==> src/rtl/score_board_s_pkg.sv <==
// Shared definitions for the scoreboard game-state stage.
// Contents:
//   state_e          - half-inning FSM encoding (TOP, BOT, OVER)
//   BCD_MAX          - two-digit BCD saturation value (99)
//   BASE_FORCED      - base code that forces a runner home on an advance
//   bcd_inc_sat()    - saturating two-digit BCD increment
//   bcd_gt()         - two-digit BCD magnitude compare, tens digit first
package score_board_s_pkg;

    typedef enum logic [1:0] {
        ST_TOP  = 2'd0,
        ST_BOT  = 2'd1,
        ST_OVER = 2'd2
    } state_e;

    localparam logic [7:0] BCD_MAX     = 8'h99;
    localparam logic [2:0] BASE_FORCED = 3'b111;

    function automatic logic [7:0] bcd_inc_sat(input logic [7:0] v);
        logic [7:0] r;
        if (v == BCD_MAX) begin
            r = v;
        end else if (v[3:0] == 4'd9) begin
            r = {v[7:4] + 4'd1, 4'd0};
        end else begin
            r = {v[7:4], v[3:0] + 4'd1};
        end
        return r;
    endfunction

    function automatic logic bcd_gt(input logic [7:0] a, input logic [7:0] b);
        logic r;
        if (a[7:4] != b[7:4]) begin
            r = (a[7:4] > b[7:4]);
        end else begin
            r = (a[3:0] > b[3:0]);
        end
        return r;
    endfunction

endpackage

==> src/rtl/score_board_s_bcd_counter2.sv <==
// Two-digit BCD run counter that saturates at 99.
// Ports:
//   clk    - system clock
//   rst    - synchronous active-high reset (count -> 00)
//   inc_en - add one run this cycle
//   count  - current count, two BCD digits
module bcd_counter2_s
    import score_board_s_pkg::*;
(
    input  logic       clk,
    input  logic       rst,
    input  logic       inc_en,
    output logic [7:0] count
);

    logic [7:0] count_q;
    logic [7:0] count_d;

    always_comb begin
        count_d = count_q;
        if (inc_en) begin
            count_d = bcd_inc_sat(count_q);
        end
    end

    always_ff @(posedge clk) begin
        if (rst) begin
            count_q <= 8'h00;
        end else begin
            count_q <= count_d;
        end
    end

    assign count = count_q;

endmodule

==> src/rtl/score_board_s.sv <==
// Game-state stage: turns forced-run advances and side-outs into BCD scores,
// inning/half tracking and game-over detection for the display stage.
// Ports:
//   iCLK, iRST          - clock, synchronous active-high reset
//   iADVANCE, iBASE     - batter-reaches-base pulse and pre-advance occupancy
//   iSIDE_OUT           - third-out pulse
//   oAWAY_SCORE/oHOME_SCORE - BCD runs
//   oINNING, oTOP       - current inning (binary) and half (1 = top)
//   oRUN                - registered pulse one cycle after a scoring advance
//   oGAME_OVER          - high once the game has ended
//
// state | meaning
// TOP   | away team batting
// BOT   | home team batting
// OVER  | game ended; inputs ignored until reset
module score_board_s
    import score_board_s_pkg::*;
#(
    parameter int MAX_INNING  = 12,
    parameter int REG_INNINGS = 9
) (
    input  logic       iCLK,
    input  logic       iRST,
    input  logic       iADVANCE,
    input  logic [2:0] iBASE,
    input  logic       iSIDE_OUT,
    output logic [7:0] oAWAY_SCORE,
    output logic [7:0] oHOME_SCORE,
    output logic [3:0] oINNING,
    output logic       oTOP,
    output logic       oRUN,
    output logic       oGAME_OVER
);

    localparam logic [3:0] REG_L = 4'(REG_INNINGS);
    localparam logic [3:0] MAX_L = 4'(MAX_INNING);

    state_e     state_q, state_d;
    logic [3:0] inning_q, inning_d;
    logic       top_q, top_d;
    logic       run_q, run_d;
    logic       over_q, over_d;

    logic       run_hit;
    logic       away_inc;
    logic       home_inc;
    logic       late_game;
    logic [7:0] away_next;
    logic [7:0] home_next;

    bcd_counter2_s u_away (
        .clk    (iCLK),
        .rst    (iRST),
        .inc_en (away_inc),
        .count  (oAWAY_SCORE)
    );

    bcd_counter2_s u_home (
        .clk    (iCLK),
        .rst    (iRST),
        .inc_en (home_inc),
        .count  (oHOME_SCORE)
    );

    // Scores as they will be after this edge, so a run and a side-out in the
    // same cycle are judged on the updated score.
    always_comb begin
        run_hit   = iADVANCE && (iBASE == BASE_FORCED) && (state_q != ST_OVER);
        away_inc  = run_hit && (state_q == ST_TOP);
        home_inc  = run_hit && (state_q == ST_BOT);
        away_next = away_inc ? bcd_inc_sat(oAWAY_SCORE) : oAWAY_SCORE;
        home_next = home_inc ? bcd_inc_sat(oHOME_SCORE) : oHOME_SCORE;
        late_game = (inning_q >= REG_L);
    end

    always_comb begin
        state_d  = state_q;
        inning_d = inning_q;
        top_d    = top_q;
        run_d    = run_hit;
        case (state_q)
            ST_TOP: begin
                if (iSIDE_OUT) begin
                    if (late_game && bcd_gt(oHOME_SCORE, away_next)) begin
                        state_d = ST_OVER;
                    end else begin
                        state_d = ST_BOT;
                        top_d   = 1'b0;
                    end
                end
            end
            ST_BOT: begin
                // A walk-off ends the game on the scoring edge; a coincident
                // side-out is then irrelevant.
                if (late_game && home_inc && bcd_gt(home_next, oAWAY_SCORE)) begin
                    state_d = ST_OVER;
                end else if (iSIDE_OUT) begin
                    if (late_game && (home_next != oAWAY_SCORE)) begin
                        state_d = ST_OVER;
                    end else if (inning_q == MAX_L) begin
                        state_d = ST_OVER;
                    end else begin
                        state_d  = ST_TOP;
                        inning_d = inning_q + 4'd1;
                        top_d    = 1'b1;
                    end
                end
            end
            default: begin
                state_d = ST_OVER;
                run_d   = 1'b0;
            end
        endcase
        over_d = (state_d == ST_OVER);
    end

    always_ff @(posedge iCLK) begin
        if (iRST) begin
            state_q  <= ST_TOP;
            inning_q <= 4'd1;
            top_q    <= 1'b1;
            run_q    <= 1'b0;
            over_q   <= 1'b0;
        end else begin
            state_q  <= state_d;
            inning_q <= inning_d;
            top_q    <= top_d;
            run_q    <= run_d;
            over_q   <= over_d;
        end
    end

    assign oINNING    = inning_q;
    assign oTOP       = top_q;
    assign oRUN       = run_q;
    assign oGAME_OVER = over_q;

endmodule

==> config.mk <==
export PLATFORM = sky130hd
export DESIGN_NAME = score_board_s
export DESIGN_NICKNAME = d
export VERILOG_FILES = /design/src/rtl/score_board_s_pkg.sv /design/src/rtl/score_board_s_bcd_counter2.sv /design/src/rtl/score_board_s.sv
export SDC_FILE = /design/constraint.sdc
export NUM_CORES = 1
export LEC_CHECK = 0
export CAP_MARGIN = 25
export CORE_ASPECT_RATIO = 0.6
export CORE_MARGIN = 1
export CORE_UTILIZATION = 25
export DETAILED_ROUTE_END_ITERATION = 16
export PLACE_DENSITY_LB_ADDON = 0.25
export RECOVER_POWER = 100
export SLEW_MARGIN = 5
export SYNTH_ARGS = -nofsm -noshare
export SYNTH_HDL_FRONTEND = slang
export SYNTH_HIERARCHICAL = 1
export SYNTH_SLANG_ARGS = --single-unit
==> constraint.sdc <==
create_clock -name iCLK -period 3.59 [get_ports iCLK]
set_input_delay 1.077 -clock iCLK [delete_from_list [all_inputs] [get_ports iCLK]]
set_output_delay 1.077 -clock iCLK [all_outputs]
set_load 0.1 [all_outputs]
# Word-level counts from Yosys, hierarchy flattened
# Index checks and enable logic that the tools add are counted.
[totals] regBits=25 word_cells=78
[op_classes] add_sub_neg=5 magnitude_cmp=5 eq_ne=18 muxes=25 n_bitwise=4 reduce_logical=14
[ops] op="$mux 8" n=6
[ops] op="$add 4x1->4 const B" n=5
[ops] op="$eq 8x8->1 const B" n=2
[ops] op="$gt 4x4->1" n=4
[ops] op="$ne 2x2->1 const B" n=7
[ops] op="$eq 4x4->1 const B" n=3
[ops] op="$mux 2" n=6
[ops] op="$mux 1" n=11
[ops] op="$logic_and 1x1->1" n=8
[ops] op="$ne 4x4->1" n=2
[ops] op="$ne 8x8->1" n=1
[ops] op="$reduce_and 7->1" n=1
[ops] op="$reduce_and 5->1" n=1
[ops] op="$ge 4x4->1 const B" n=1
[ops] op="$not 1->1" n=4
[ops] op="$pmux 2 s2" n=1
[ops] op="$reduce_or 2->1" n=2
[ops] op="$eq 3x3->1 const B" n=1
[ops] op="$eq 2x1->1 const B" n=1
[ops] op="$eq 2x2->1 const B" n=1
[ops] op="$logic_not 2->1" n=1
[ops] op="$pmux 1 s2" n=1
[ops] op="$reduce_bool 2->1" n=1

# Logic depth before layout (Yosys ltp)
[logic_depth] depth_word=14 mapped_depth=14 depth_no_buf=14

# By module
# The synthesis kept the hierarchy.
[by_module_without_submodules] module="score_board_s" instances=1 cells_per_inst=170 area_each_um2=1343.8
[by_module_without_submodules] module="bcd_counter2_s" instances=2 cells_per_inst=48 area_each_um2=460.4

# Worst setup path after synthesis
# OpenSTA, ideal clock, no wires.
[synth_path] path_type="register to register" startpoint="register u_home.count_q[0], in the netlist u_home/count[0]" endpoint="register inning_q[3], in the netlist oINNING[3]" t_arrival_ns=3.745 required_ns=3.467 slack_ns=-0.279 path_stages_with_launch=13 n_path_buf=0 path_cell_list="dfxtp_1 > ha_1 > nand3b_1 > nor2_1 > and2_1 > xnor2_1 > ha_1 > nand2b_1 > a2111o_1 > o2111a_4 > a21oi_4 > nand4_1 > mux2_1"
[synth_via] elab_chain_cells=10
[synth_rtl] element="from (decl)" line_no="score_board_s_bcd_counter2.sv:16" rtl="logic [7:0] count_q;"
[synth_rtl] element="from (signal assigned)" line_no="score_board_s_bcd_counter2.sv:30" rtl="count_q <= count_d;"
[synth_rtl] element="$add 4x1->4 or $eq 4x4->1 (tied branches)" line_no="score_board_s_pkg.sv:26, score_board_s_pkg.sv:23"
[synth_rtl] element="$mux 8 (2 in a row)"
[synth_rtl] element="$mux 8 *"
[synth_rtl] element="$gt 4x4->1 (tied with other cells)" line_no="score_board_s_pkg.sv:36" rtl="r = (a[3:0] > b[3:0]);"
[synth_rtl] element="$mux 1" line_no="score_board_s_pkg.sv:33" rtl="if (a[7:4] != b[7:4]) begin"
[synth_rtl] element="$mux 1" line_no="score_board_s.sv:81" rtl="case (state_q)"
[synth_rtl] element="$logic_and 1x1->1" line_no="score_board_s.sv:95" rtl="if (late_game && home_inc && bcd_gt(home_next, oAWAY_SCORE)) begin"
[synth_rtl] element="$not 1->1 (no source line)"
[synth_rtl] element="$reduce_and 5->1 (no source line) *"
[synth_rtl] element="to (signal assigned)" line_no="score_board_s.sv:126" rtl="inning_q <= inning_d;"
[synth_rtl] element="to (decl)" line_no="score_board_s.sv:39" rtl="logic [3:0] inning_q, inning_d;"
# Mark *: on every way between the ends. The rest lies on a longest branch, timed or not. The select of a mux whose other input is x is not followed.
# A chain may end at the register's enable or synchronous reset.

# Worst setup path after layout
[layout_path] startpoint="input port iBASE[1]" endpoint="register state_q[0]"
[layout_via] elab_chain_cells=13
[layout_rtl] element="from (decl)" line_no="score_board_s.sv:25" rtl="input logic [2:0] iBASE,"
[layout_rtl] element="$eq 3x3->1 *" line_no="score_board_s.sv:68" rtl="run_hit = iADVANCE && (iBASE == BASE_FORCED) && (state_q != ST_OVER);"
[layout_rtl] element="$logic_and 1x1->1 * (2 in a row)" line_no="score_board_s.sv:68"
[layout_rtl] element="$logic_and 1x1->1 *" line_no="score_board_s.sv:69" rtl="away_inc = run_hit && (state_q == ST_TOP);"
[layout_rtl] element="net away_inc" line_no="score_board_s.sv:45" rtl="logic away_inc;"
[layout_rtl] element="$mux 8 *"
[layout_rtl] element="$gt 4x4->1 (tied with other cells)" line_no="score_board_s_pkg.sv:36"
[layout_rtl] element="$mux 1 *" line_no="score_board_s_pkg.sv:33"
[layout_rtl] element="$mux 1 *" line_no="score_board_s.sv:83" rtl="if (iSIDE_OUT) begin"
[layout_rtl] element="$mux 1 *" line_no="score_board_s.sv:81"
[layout_rtl] element="$logic_and 1x1->1 *" line_no="score_board_s.sv:84" rtl="if (late_game && bcd_gt(oHOME_SCORE, away_next)) begin"
[layout_rtl] element="$mux 2 *" line_no="score_board_s.sv:84"
[layout_rtl] element="$mux 2 *" line_no="score_board_s.sv:83"
[layout_rtl] element="$pmux 2 s2 *" line_no="score_board_s.sv:81"
[layout_rtl] element="to (signal assigned)" line_no="score_board_s.sv:125" rtl="state_q <= state_d;"
[layout_rtl] element="to (decl)" line_no="score_board_s.sv:38" rtl="state_e state_q, state_d;"
# Mark *: on every way through the listed nets, which the timed path passes. The rest lies on a longest branch. The select of a mux whose other input is x is not followed.

==> reports/summary.txt <==
RSZ-0062 raised after global routing: true
CTS root buf: clkbuf_16
syn_area_per_cell: 8.51 um^2
slowest cell delay on critical path: 400 ps
Die Span X: 125 um
Max Clk Rate: 284 MHz
Buf/Inv on CP: 2
setup TNS: 0 ps
EDFF count, synth: 0
post-route insts no fill: 431
fillers: 919
CP Capture Point: state_q[0]$_SDFF_PP0_
Core Rows: 26
period utilization: 0.980
Max Root-Sink Buffers: 2
latest clock arrival within the worst-skew pair: 270 ps
DR pass1 iterations: 10
Final setup violation count: 0
Cells after DPL: 419
top-count cell post-synth: ha_1
Min Hold Slack: 553 ps
full die area: 9460 um^2
VDD IR-drop max: 0.146 mV
#FFs+latches synth: 25
post-route minimum period: 3520 ps
layout cells sized above 1: 0.197
vias per cell: 4.69
cells taking the most area after synthesis: dfxtp_1 22%, ha_1 18%, nor2_1 5.0%
Iter 0 DRT Violations: 130
via count: 2020
IO buf count: 29
P&R area growth vs syn: 26.5%
flop2flop setup slack: 510 ps
CP required: 3790 ps
Final Total Pwr: 0.655 mW
Syn Std Cell Area: 2260 um^2
Post-Syn Nets: 306
Startpoint Class: input port
Hold Vio Cnt, Final: 0
routed wire length per instance: 13.5 um
distinct cell type count after synthesis: 49
Core ar.: 8650 um^2
CTS tree: yes
Sink Count: 25
Worst Reg-to-Reg Cells: 13
clk_skew: 4.82 ps
first-pass GRT wire length: 9.38 mm
vias in the first global route: 1810
top_reg_cell synth: dfxtp_1
routed wire length: 5.83 mm
Worst setup EP type: flip-flop
Crit Path Class: input port to flip-flop
Yosys top cell area share: 0.221
failing checks: DRC
Initial Util: 0.262
Worst Tran Pin Value: 1190 ps
Detailed Place HPWL: 4.35 mm
Yosys top cell by area: dfxtp_1
Power per Cell Area: 229 nW/um^2
critical path's slowest cell: or3_4
Residual DRC: 4
Slew Limit Fails: 0
CP top delay family: simple AND/OR/NAND/NOR gates
Worst Path Arrival: 3720 ps
CP max FO: 5
Worst R2R End: state_q[0]$_SDFF_PP0_
routability cong.: 0.724
worst hold path class: flip-flop to flip-flop
CP Launch Point: iBASE[1]
clk slew on worst S/H paths: 70 ps
MaxCap Viol Count: 0
TritonCTS buffer count: 3
Post-DRT Antenna Nets: 0
cells after synthesis: 266
largest net degree at the start of global routing: 37
Post-synth ARST share: 0
Total GRT Usage: 0.128
Seq/Total Area, Yosys: 0.221
GR Overflow Total: 0
Lkg Pwr: 1.10 nW
CTS H-tree lvls: 1
final net count: 360
Final Util: 0.331
io pins: 30
initial antenna violation count: 0
crit-path cells: buf_6 > nand4_1 > or3_4 > inv_4 > nand3_2 > o21ai_1 > a21oi_1 > ha_1 > a2111oi_2 > nor2_1 > o221a_1 > or3b_1 > a211oi_2
top cells by count, synth: 33 x ha_1, 30 x nor2_1, 25 x dfxtp_1
Yosys Warn Count: 6
antenna cells: 0
FF-to-FF Start: u_away/count[1]$_SDFFE_PP0P_
status: complete, but fails checks
Rel. slew slack: 0.210
hold_sp: oTOP$_SDFFE_PP1P_
Die Ht: 75.7 um
Critical Path Stages: 13
layout make-up:
class	count	area, um^2	share of cell area
multi-input cells	211	1700	0.593
clock inverters	1	7.51	0.00262
flip-flops and latches	25	504	0.176
clock buffers	3	75.1	0.0262
inverters	27	106	0.0371
repair buffers	52	332	0.116
well taps	112	140	0.0489
flip-flops by register name, indices dropped and copies added, names as in the netlist:
signal / count
u_away/count: 8
oGAME_OVER: 1
oTOP: 1
oINNING: 4
u_home/count: 8
state_q: 2
oRUN: 1
where the power goes:
group / total (mW) / internal (mW) / switching, mW
sequential: 0.293 / 0.283 / 0.00911
combinational: 0.0942 / 0.0293 / 0.0648
clock: 0.268 / 0.152 / 0.116
logic make-up after synthesis:
kind of cell	share of synthesized area
compound gates	0.144
xor+xnor	0.0387
fa+ha+maj	0.182
buf+inv	0.0497
flops	0.221
mux	0.0541
simple gates	0.310
worst min-delay path by stage:
stage / to / slack [ps] / cells past startpoint
global placement: oTOP$_SDFFE_PP1P_ / 540 / 2
finish: oTOP$_SDFFE_PP1P_ / 550 / 2
global route: u_home/count[1]$_SDFFE_PP0P_ / 580 / 2
CTS: u_home/count[1]$_SDFFE_PP0P_ / 560 / 2
floorplan: state_q[0]$_SDFF_PP0_ / 510 / 1
detailed placement: oTOP$_SDFFE_PP1P_ / 530 / 2
stage by stage:
stage	cell area (um^2)	setup WS, ps
floorplan	2280	-77.0
global placement	2760	-680
detailed placement	2760	-745
CTS	2890	-16.6
global route	2870	-74.7
finish	2870	70.8
worst min-delay path, cell delays in order, from the launching register on:
cell and delay, ps:
dfxtp_1 340, nor3_1 50, a31oi_1 120
layer usage:
layer / global-route usage / part of all wire / vias up
li1: - / - / 1058
met1: 0.194 / 0.56 / 918
met2: 0.176 / 0.38 / 39
met3: 0.0337 / 0.060 / 5
met4: 0.0244 / 0.0074 / 0
met5: 0 / 0 / -
layout by cell type (no fill, tap or decap), types with 3 or more instances in the layout:
master / Yosys / final
ha_1: 33 / 31
nor2_1: 30 / 28
inv_1: 24 / 25
buf_4: 0 / 23
dfxtp_1: 25 / 22
clkbuf_1: 3 / 22
nand2_1: 19 / 19
a21oi_1: 16 / 16
nand4_1: 10 / 10
mux2_1: 9 / 9
xnor2_1: 8 / 8
nor2b_1: 10 / 8
nand3_1: 7 / 6
o21ai_0: 10 / 6
nor3_1: 4 / 6
buf_6: 0 / 5
nand3b_1: 4 / 4
nor3b_1: 5 / 4
nor4_1: 3 / 4
o21ai_1: 0 / 3
clkbuf_16: 0 / 3
dfxtp_2: 0 / 3
timing repair:
item                                    in CTS  in global routing
gates cloned                                 0                  0
resized for setup                           22                 12
endpoints found under the setup margin       8                  8
pin swaps                                   12                 23
buffers inserted                             3                  5
hold buffers                                 0                  0
No activity file was read; power rests on OpenSTA's default activity.
